`config.mk`:
```
export PLATFORM = sky130hd
export DESIGN_NAME = log2_scan_flat
export DESIGN_NICKNAME = d
export VERILOG_FILES = /design/src/rtl/log2_scan_if.sv /design/src/rtl/log2_scan.sv /design/src/flat_wrapper.sv
export SDC_FILE = /design/constraint.sdc
export NUM_CORES = 1
export LEC_CHECK = 0
export BUFFER_PORTS_ARGS = -buffer_cell sky130_fd_sc_hd__buf_4
export CAP_MARGIN = 10
export CELL_PAD_IN_SITES_DETAIL_PLACEMENT = 0
export CELL_PAD_IN_SITES_GLOBAL_PLACEMENT = 1
export CORE_MARGIN = 1.5
export CORE_UTILIZATION = 41
export CTS_CLUSTER_SIZE = 14
export DETAILED_ROUTE_END_ITERATION = 12
export PLACE_DENSITY_LB_ADDON = 0.1
export SLEW_MARGIN = 20
export SYNTH_ARGS = -nofsm -noshare
export SYNTH_HDL_FRONTEND = slang
export SYNTH_SLANG_ARGS = --single-unit
```
`constraint.sdc`:
```
create_clock -name clk -period 2.7 [get_ports clk]
set_clock_uncertainty 0.15 [all_clocks]
set_input_delay 0.405 -clock clk [delete_from_list [all_inputs] [get_ports clk]]
set_output_delay 0.405 -clock clk [all_outputs]
set_load 0.02 [all_outputs]
```
`src/rtl/log2_scan_if.sv`:
```
// Request/response bus of the sequential leading/trailing-one detector.
// The master side issues vectors and takes results; the slave side is the detector.
interface log2_scan_if #(
  parameter int unsigned BIN_SIZE  = 32,
  parameter int unsigned BOUT_SIZE = 5
);
  logic                 in_valid;
  logic                 in_ready;
  logic [BIN_SIZE-1:0]  in_vector;
  logic                 in_mode;
  logic                 out_valid;
  logic                 out_ready;
  logic [BOUT_SIZE-1:0] out_number;
  logic                 out_zero;

  modport master (
    output in_valid, in_vector, in_mode, out_ready,
    input  in_ready, out_valid, out_number, out_zero
  );

  modport slave (
    input  in_valid, in_vector, in_mode, out_ready,
    output in_ready, out_valid, out_number, out_zero
  );
endinterface

```
`src/rtl/log2_scan.sv`:
```
// Multi-cycle leading/trailing-one detector: scans CHUNK bits per cycle and
// returns the highest (mode 0) or lowest (mode 1) set bit index, plus a zero flag.
module log2_scan #(
  parameter int unsigned BIN_SIZE  = 32,
  parameter int unsigned BOUT_SIZE = 5,
  parameter int unsigned CHUNK     = 8
) (
  input  logic        clk,
  input  logic        rst_n,
  log2_scan_if.slave  bus
);
  localparam int unsigned NCHUNK = BIN_SIZE / CHUNK;
  localparam int unsigned KW     = (NCHUNK > 1) ? $clog2(NCHUNK) : 1;
  localparam int unsigned CW     = (CHUNK > 1) ? $clog2(CHUNK) : 1;

  if (BOUT_SIZE < $clog2(BIN_SIZE)) begin : g_bad_bout
    $error("log2_scan: BOUT_SIZE too small for BIN_SIZE");
  end
  if ((BIN_SIZE % CHUNK) != 0 || NCHUNK < 1) begin : g_bad_chunk
    $error("log2_scan: BIN_SIZE must be a non-zero multiple of CHUNK");
  end

  typedef enum logic [1:0] {IDLE, SCAN, DONE} state_e;

  state_e               state_q, state_d;
  logic [BIN_SIZE-1:0]  vec_q, vec_d;
  logic                 mode_q, mode_d;
  logic [KW-1:0]        k_q, k_d;
  logic [BOUT_SIZE-1:0] number_q, number_d;
  logic                 zero_q, zero_d;

  logic [KW-1:0]        idx_c;
  logic [CHUNK-1:0]     chunk_c;
  logic [CW-1:0]        bit_c;
  logic [BOUT_SIZE-1:0] number_c;

  // Chunk under inspection: top-down for mode 0, bottom-up for mode 1.
  always_comb begin
    idx_c   = mode_q ? k_q : (KW'(NCHUNK - 1) - k_q);
    chunk_c = '0;
    for (int unsigned c = 0; c < NCHUNK; c++) begin
      if (idx_c == KW'(c)) chunk_c = vec_q[c*CHUNK +: CHUNK];
    end
  end

  // Priority pick inside the chunk; later loop hits override earlier ones.
  always_comb begin
    bit_c = '0;
    for (int unsigned b = 0; b < CHUNK; b++) begin
      if (!mode_q && chunk_c[b])           bit_c = CW'(b);
      if (mode_q && chunk_c[CHUNK-1-b])    bit_c = CW'(CHUNK - 1 - b);
    end
    number_c = BOUT_SIZE'(idx_c) * BOUT_SIZE'(CHUNK) + BOUT_SIZE'(bit_c);
  end

  always_comb begin
    state_d  = state_q;
    vec_d    = vec_q;
    mode_d   = mode_q;
    k_d      = k_q;
    number_d = number_q;
    zero_d   = zero_q;
    unique case (state_q)
      IDLE: begin
        if (bus.in_valid) begin
          vec_d   = bus.in_vector;
          mode_d  = bus.in_mode;
          k_d     = '0;
          state_d = SCAN;
        end
      end
      SCAN: begin
        if (chunk_c != '0) begin
          number_d = number_c;
          zero_d   = 1'b0;
          state_d  = DONE;
        end else if (k_q == KW'(NCHUNK - 1)) begin
          number_d = '0;
          zero_d   = 1'b1;
          state_d  = DONE;
        end else begin
          k_d = k_q + KW'(1);
        end
      end
      DONE: begin
        if (bus.out_ready) state_d = IDLE;
      end
      default: state_d = IDLE;
    endcase
  end

  always_ff @(posedge clk or negedge rst_n) begin
    if (!rst_n) begin
      state_q  <= IDLE;
      vec_q    <= '0;
      mode_q   <= 1'b0;
      k_q      <= '0;
      number_q <= '0;
      zero_q   <= 1'b0;
    end else begin
      state_q  <= state_d;
      vec_q    <= vec_d;
      mode_q   <= mode_d;
      k_q      <= k_d;
      number_q <= number_d;
      zero_q   <= zero_d;
    end
  end

  assign bus.in_ready   = (state_q == IDLE);
  assign bus.out_valid  = (state_q == DONE);
  assign bus.out_number = number_q;
  assign bus.out_zero   = zero_q;
endmodule

```
`src/flat_wrapper.sv`:
```
// flat-port wrapper written by rule: the top's interface ports become plain ports
module log2_scan_flat 
#(
  parameter int unsigned BIN_SIZE  = 32,
  parameter int unsigned BOUT_SIZE = 5,
  parameter int unsigned CHUNK     = 8
)
  (clk, rst_n, bus_in_valid, bus_in_vector, bus_in_mode, bus_out_ready, bus_in_ready, bus_out_valid, bus_out_number, bus_out_zero);
  log2_scan_if #(.BIN_SIZE(BIN_SIZE), .BOUT_SIZE(BOUT_SIZE)) bus_i ();
  input  logic clk;
  input  logic rst_n;
  input wire logic [$bits(bus_i.in_valid)-1:0] bus_in_valid;
  input wire logic [$bits(bus_i.in_vector)-1:0] bus_in_vector;
  input wire logic [$bits(bus_i.in_mode)-1:0] bus_in_mode;
  input wire logic [$bits(bus_i.out_ready)-1:0] bus_out_ready;
  output wire logic [$bits(bus_i.in_ready)-1:0] bus_in_ready;
  output wire logic [$bits(bus_i.out_valid)-1:0] bus_out_valid;
  output wire logic [$bits(bus_i.out_number)-1:0] bus_out_number;
  output wire logic [$bits(bus_i.out_zero)-1:0] bus_out_zero;
  assign bus_i.in_valid = bus_in_valid;
  assign bus_i.in_vector = bus_in_vector;
  assign bus_i.in_mode = bus_in_mode;
  assign bus_i.out_ready = bus_out_ready;
  assign bus_in_ready = bus_i.in_ready;
  assign bus_out_valid = bus_i.out_valid;
  assign bus_out_number = bus_i.out_number;
  assign bus_out_zero = bus_i.out_zero;
  log2_scan #(.BIN_SIZE(BIN_SIZE), .BOUT_SIZE(BOUT_SIZE), .CHUNK(CHUNK)) u_core (.clk(clk), .rst_n(rst_n), .bus(bus_i));
endmodule
```
After elaboration in Yosys (flattened, before gate mapping)
Index checks and enable logic that the tools add are counted.
- flip-flop bits (word level): 43
- bits of input ports: 37
- output and inout port bits: 8
- word-level logic and storage cells: 78
- add/sub/neg operators: 3
- eq/ne operators: 11
- multiplexer cells: 33
- reductions and logical operators: 25
- operators by type and width (kind ; count):
    two-way mux 3 bit ; 15
    two-way mux 8 bit ; 4
    two-way mux 2 bit ; 8
    logical AND 1 bit ; 15
    two-way mux 5 bit ; 2
    == test 2 bit (second input constant) ; 4
    != test 2 bit (second input constant) ; 4
    nonzero test 8 bit ; 1
    case mux 2 bit (3 select lines) ; 1
    adder 5 x 3 -> 5 bit ; 1
    == test 2 x 1 -> 1 bit (second input constant) ; 2
    logical NOT 2 bit ; 2
    case mux 2 bit (2 select lines) ; 1
    AND reduction 2 bit ; 2
    AND reduction 4 bit ; 1
    nonzero test 2 bit ; 2
    != test 3 x 1 -> 1 bit (second input constant) ; 1
    AND reduction 3 bit ; 1
    adder 2 x 1 -> 2 bit (second input constant) ; 1
    two-way mux 1 bit ; 2
    subtractor 2 bit (first input constant) ; 1
    logical NOT 1 bit ; 1

Logic depth before layout (Yosys ltp)
- depth after elaboration: 25
- gate-level depth with buffers: 9
- depth with buffers taken out: 7

Worst setup path after synthesis
No wires, ideal clock.
- kind: register to register
- start: register u_core.mode_q
- end: register u_core.k_q[0]
- setup time: 0.079 ns
- data arrival time: 2.165 ns
- data required time: 2.471 ns
- setup slack: 0.306 ns
- stages on the path, launching flop included: 10
- path buffers: 2
- period minus slack after synthesis: 2.394 ns
- cell sequence: dfrtp_1 -> buf_6 -> or3b_1 -> buf_4 -> a21o_1 -> and4_1 -> nor2b_2 -> nand4_4 -> nor3b_4 -> mux2i_1
- word-level cells in the longest chain between the ends: 9
- elaborated cells between the ends (all ways): 12
- classes of those cells: eq/ne (4); mux (5); reduce/logical (3)
- RTL lines (item ; RTL line ; source):
    from (decl) ; log2_scan.sv:27 ; logic mode_q, mode_d;
    from (signal assigned) ; log2_scan.sv:103 ; mode_q <= mode_d;
    two-way mux 2 bit * ; log2_scan.sv:39 ; idx_c = mode_q ? k_q : (KW'(NCHUNK - 1) - k_q);
    logical NOT 2 bit ; log2_scan.sv:42 ; if (idx_c == KW'(c)) chunk_c = vec_q[c*CHUNK +: CHUNK];
    two-way mux 8 bit (3 in series) ; log2_scan.sv:42 ;
    two-way mux 8 bit * ; log2_scan.sv:42 ;
    nonzero test 8 bit * ; log2_scan.sv:73 ; if (chunk_c != '0) begin
    != test 2 bit (no source line) * ; - ;
    AND reduction 4 bit (no source line) * ; - ;
    to (signal assigned) ; log2_scan.sv:104 ; k_q <= k_d;
    to (decl) ; log2_scan.sv:28 ; logic [KW-1:0] k_q, k_d;
Mark *: on every way between the ends. The rest lies on a longest branch, timed or not.
A chain may end at the register's enable or synchronous reset.

Final worst setup path
- start: register u_core.k_q[0]
- end: register u_core.k_q[1]
- word-level cells in the longest chain between the ends: 10
- elaborated cells between the ends (all ways): 19
- classes of those cells: add/sub (2); eq/ne (6); mux (8); reduce/logical (3)
- RTL lines (item ; RTL line):
    subtractor 2 bit ; log2_scan.sv:39
    two-way mux 2 bit ; log2_scan.sv:39
    logical NOT 2 bit ; log2_scan.sv:42
    two-way mux 8 bit (4 in series) ; log2_scan.sv:42
    nonzero test 8 bit ; log2_scan.sv:73
    != test 2 bit (no source line) ; -
    AND reduction 4 bit (no source line) ; -
Several ways; a longest one is shown, not always the timed one. The select of a mux whose other input is x is not followed.

==> impl_metrics.yaml <==
synthesis:
  synth_top_area_share_pct: 47.1
  synthTopCellsByArea: "dfrtp_1, nand2_1, a21o_1"
  synth.distinct_cells: 49
  ys_warn_count: 0
  syn_area_sq_um: 2280
  avgSynthCellArea_sq_um: 9.02
  synth_ff_type: "dfrtp_1"
  ys_seq_area_share_pct: 47.1
  synth-seq-cells: 43
  synth_top_area_cell: "dfrtp_1"
  synth.most_common_cell: "nand2_1"
  synth_edf_count: 0
  synthArstFlopShare_pct: 100
  synthTopCellsByCount: "nand2_1, dfrtp_1, a21o_1, clkbuf_1, a21oi_1"
  syn_nets: 291
  synthCells: 253
worst_setup_path:
  crit_slowest_cell: "dfrtp_2"
  worstPathMaxFanout: 8
  path_cells: "buf_4 -> nand3b_1 -> nand2_2 -> a222oi_1 -> buf_4 -> and3_2 -> nand4_4 -> nor3b_4 -> mux2i_1"
  startpoint_type: "flop"
  crit_top_cell: "buf_4"
  crit_family: "simple AND/OR/NAND/NOR gates"
  end_kind: "flop"
  worst_ep_arrival_time_ns: 2.64
  path_buf_inv: 2
  critPathKind: "reg2reg"
  cpPeakStageDelay_ns: 0.47
  critPathRequiredTime_ns: 2.77
timing:
  rsz0062_at_grt: "false"
  fin_crit_sh_pct: 95.3
  finalSetupViolCount: 0
  final-hold-violation-count: 0
  drv_slew: 0
  max_freq_ghz: 0.389
  min_period_ns: 2.57
  worst_pin_slew_ns: 0.550
  finalSetupTns_ns: 0
  slew_headroom_pct: 63.3
finish:
  syn_to_final_growth_pct: 25.2
  drive_above_1_share_pct: 26.4
  multi_input_comb_area_sq_um: 1120
  fin_cells: 373
  n_antenna_cell: 0
  regArea_sq_um: 1080
  num-fill-cells: 507
  nNetsFinal: 340
detailed_routing:
  totalWireLength_mm: 5.20
  first_pass_iters: 4
  dr.first_iter.drc_count: 95
  dr_total_vias: 1858
  ant_nets: 0
  detail_route.wl_per_cell_um: 13.9
  routed_via_density: 4.98
  post-route-drc-count: 0
global_route:
  antenna_found_initial: 0
  grt_max_degree: 44
  grtUsageTotal_pct: 18.5
  grt_pass1_wl_mm: 8.64
  grt_overflow: 0
  grt_pass1_vias: 1718
cts:
  clockRootBuffer: "clkbuf_8"
  cts_buffer_depth: 2
  cts-htree-levels: 2
  cts_buffers: 5
  cts_tree: "built"
  path_clk_slew_ns: 0.08
  cts.sinks: 43
  clock_latency_ns: 0.29
placed_design:
  io_buffers: 44
  place_inst: 363
  dp_hpwl_mm: 3.83
  gp_congestion: 0.926
die:
  dieArea_sq_um: 6020
  initial_core_util_pct: 43.6
  die_h_um: 77.6
  fp.dieW_um: 77.6
  coreArea_sq_um: 5240
  rows: 26
  pin_count: 45
power:
  combPwrFrac_pct: 45.6
  p_per_area_nw_per_um2: 1120
  p_sw_mw: 1.26
  clock_power_share_pct: 18.3
  power_frac_seq_pct: 36.1
  max-vdd-ir-drop_v: 0.000426
  p_int_mw: 1.95
  sw_frac_of_total_pct: 39.2
  leakage_nw: 1.42
outcome:
  status: "finished, final reports clean"
flow_run:
  cap_violations: 0
worst_hold_path:
  hold_class: "in2reg"
## power by group through the flow
stage,Combinational (mW),Clock (mW),Sequential [mW]
2_1_floorplan,1.03,0,1.13
3_3_place_gp,1.45,0,1.17
3_5_place_dp,1.45,0,1.17
4_1_cts,1.46,0.603,1.16
5_1_grt,1.63,0.635,1.20
6_report,1.46,0.587,1.16
## routing by layer
| layer | global-route usage, % | wire (um) | part of all wire (%) |
|---|---|---|---|
| met5 | 0 | 0 | 0 |
| met4 | 4.91 | 39 | 0.75 |
| met3 | 3.88 | 217 | 4.2 |
| met2 | 27.4 | 2280 | 44 |
| met1 | 27.4 | 2660 | 51 |
## cell type report
cell class	count	share of cell area (%)
multi-input cells	192	39.4
clock inverters	2	2.10
well taps	70	3.06
repair buffers	55	14.5
clock buffers	6	2.54
inverters	5	0.657
flip-flops and latches	43	37.7
## placed cells by master, fill, tap and decap left out, types with 3 or more instances in the layout
cell      synthesis  layout
o21ai_0           5       5
a21oi_1           6       6
dfrtp_1          43      41
a21boi_0          3       3
nand4_1           5       5
nor2_1            5       5
nand2_1         104     104
buf_4             2      54
clkbuf_8          0       5
nor3_1            3       3
a21o_1            9       9
or3_1             3       3
inv_1             5       5
## worst register-to-register path: stages (launching register included)
cell and delay, ns:
dfrtp_2 0.47, buf_4 0.17, nand3b_1 0.17, nand2_2 0.14, a222oi_1 0.33, buf_4 0.18, and3_2 0.24, nand4_4 0.16
nor3b_4 0.28, mux2i_1 0.21
## per-stage QoR
| step | instance area [sq um] | util (%) | hold WS [ns] | setup slack [ns] | total power, mW |
|---|---|---|---|---|---|
| after floorplan | 2280 | - | -0.0406 | 0.306 | 2.16 |
| after global placement | 2700 | 51.5 | 0.276 | 0.134 | 2.62 |
| after detailed placement | 2700 | 51.5 | 0.279 | 0.0806 | 2.62 |
| after CTS | 2840 | 54.2 | 0.128 | 0.0599 | 3.22 |
| after global routing | 2860 | 54.6 | 0.130 | 0.0153 | 3.46 |
| final | 2860 | 54.6 | 0.134 | 0.128 | 3.21 |
## repair_timing
action,in CTS,in global routing
setup endpoints to repair,0,10
gates resized for setup,0,4
buffers inserted,0,1
hold buffers,1,0
hold endpoints to repair,43,0
## final timing paths
path	endpoint	slack (ns)	startpoint	depth (start not counted)
worst max-delay path	u_core.k_q[1]$_DFFE_PN0P_	0.13	u_core.k_q[0]$_DFFE_PN0P_	9
worst min-delay path	u_core.state_q[1]$_DFFE_PN0P_	0.13	bus_out_ready	2
worst max register to register	u_core.k_q[1]$_DFFE_PN0P_	0.13	u_core.k_q[0]$_DFFE_PN0P_	9
worst min register to register	u_core.vec_q[4]$_DFFE_PN0P_	0.34	u_core.vec_q[4]$_DFFE_PN0P_	2
max in group asynchronous	u_core.k_q[0]$_DFFE_PN0P_	1.52	rst_n	2
min in group asynchronous	u_core.bus.out_zero$_DFFE_PN0P_	0.48	rst_n	2
## registers in the layout, indices dropped and copies added, names as in the netlist
name	cells
u_core.vec_q	32
u_core.bus.out_zero	1
u_core.mode_q	1
u_core.k_q	2
u_core.state_q	2
u_core.bus.out_number	5
## kinds of logic after synthesis
family / synth area share [%]
and+or+nand+nor: 29.1
AOI/OAI and AO/OA: 16.2
DFF: 47.1
buffers and inverters: 3.95
muxes: 2.36
xor gates and xnor gates: 0.768
adders and majority gates: 0.548
Note: power is estimated with default switching activity, not from simulation.
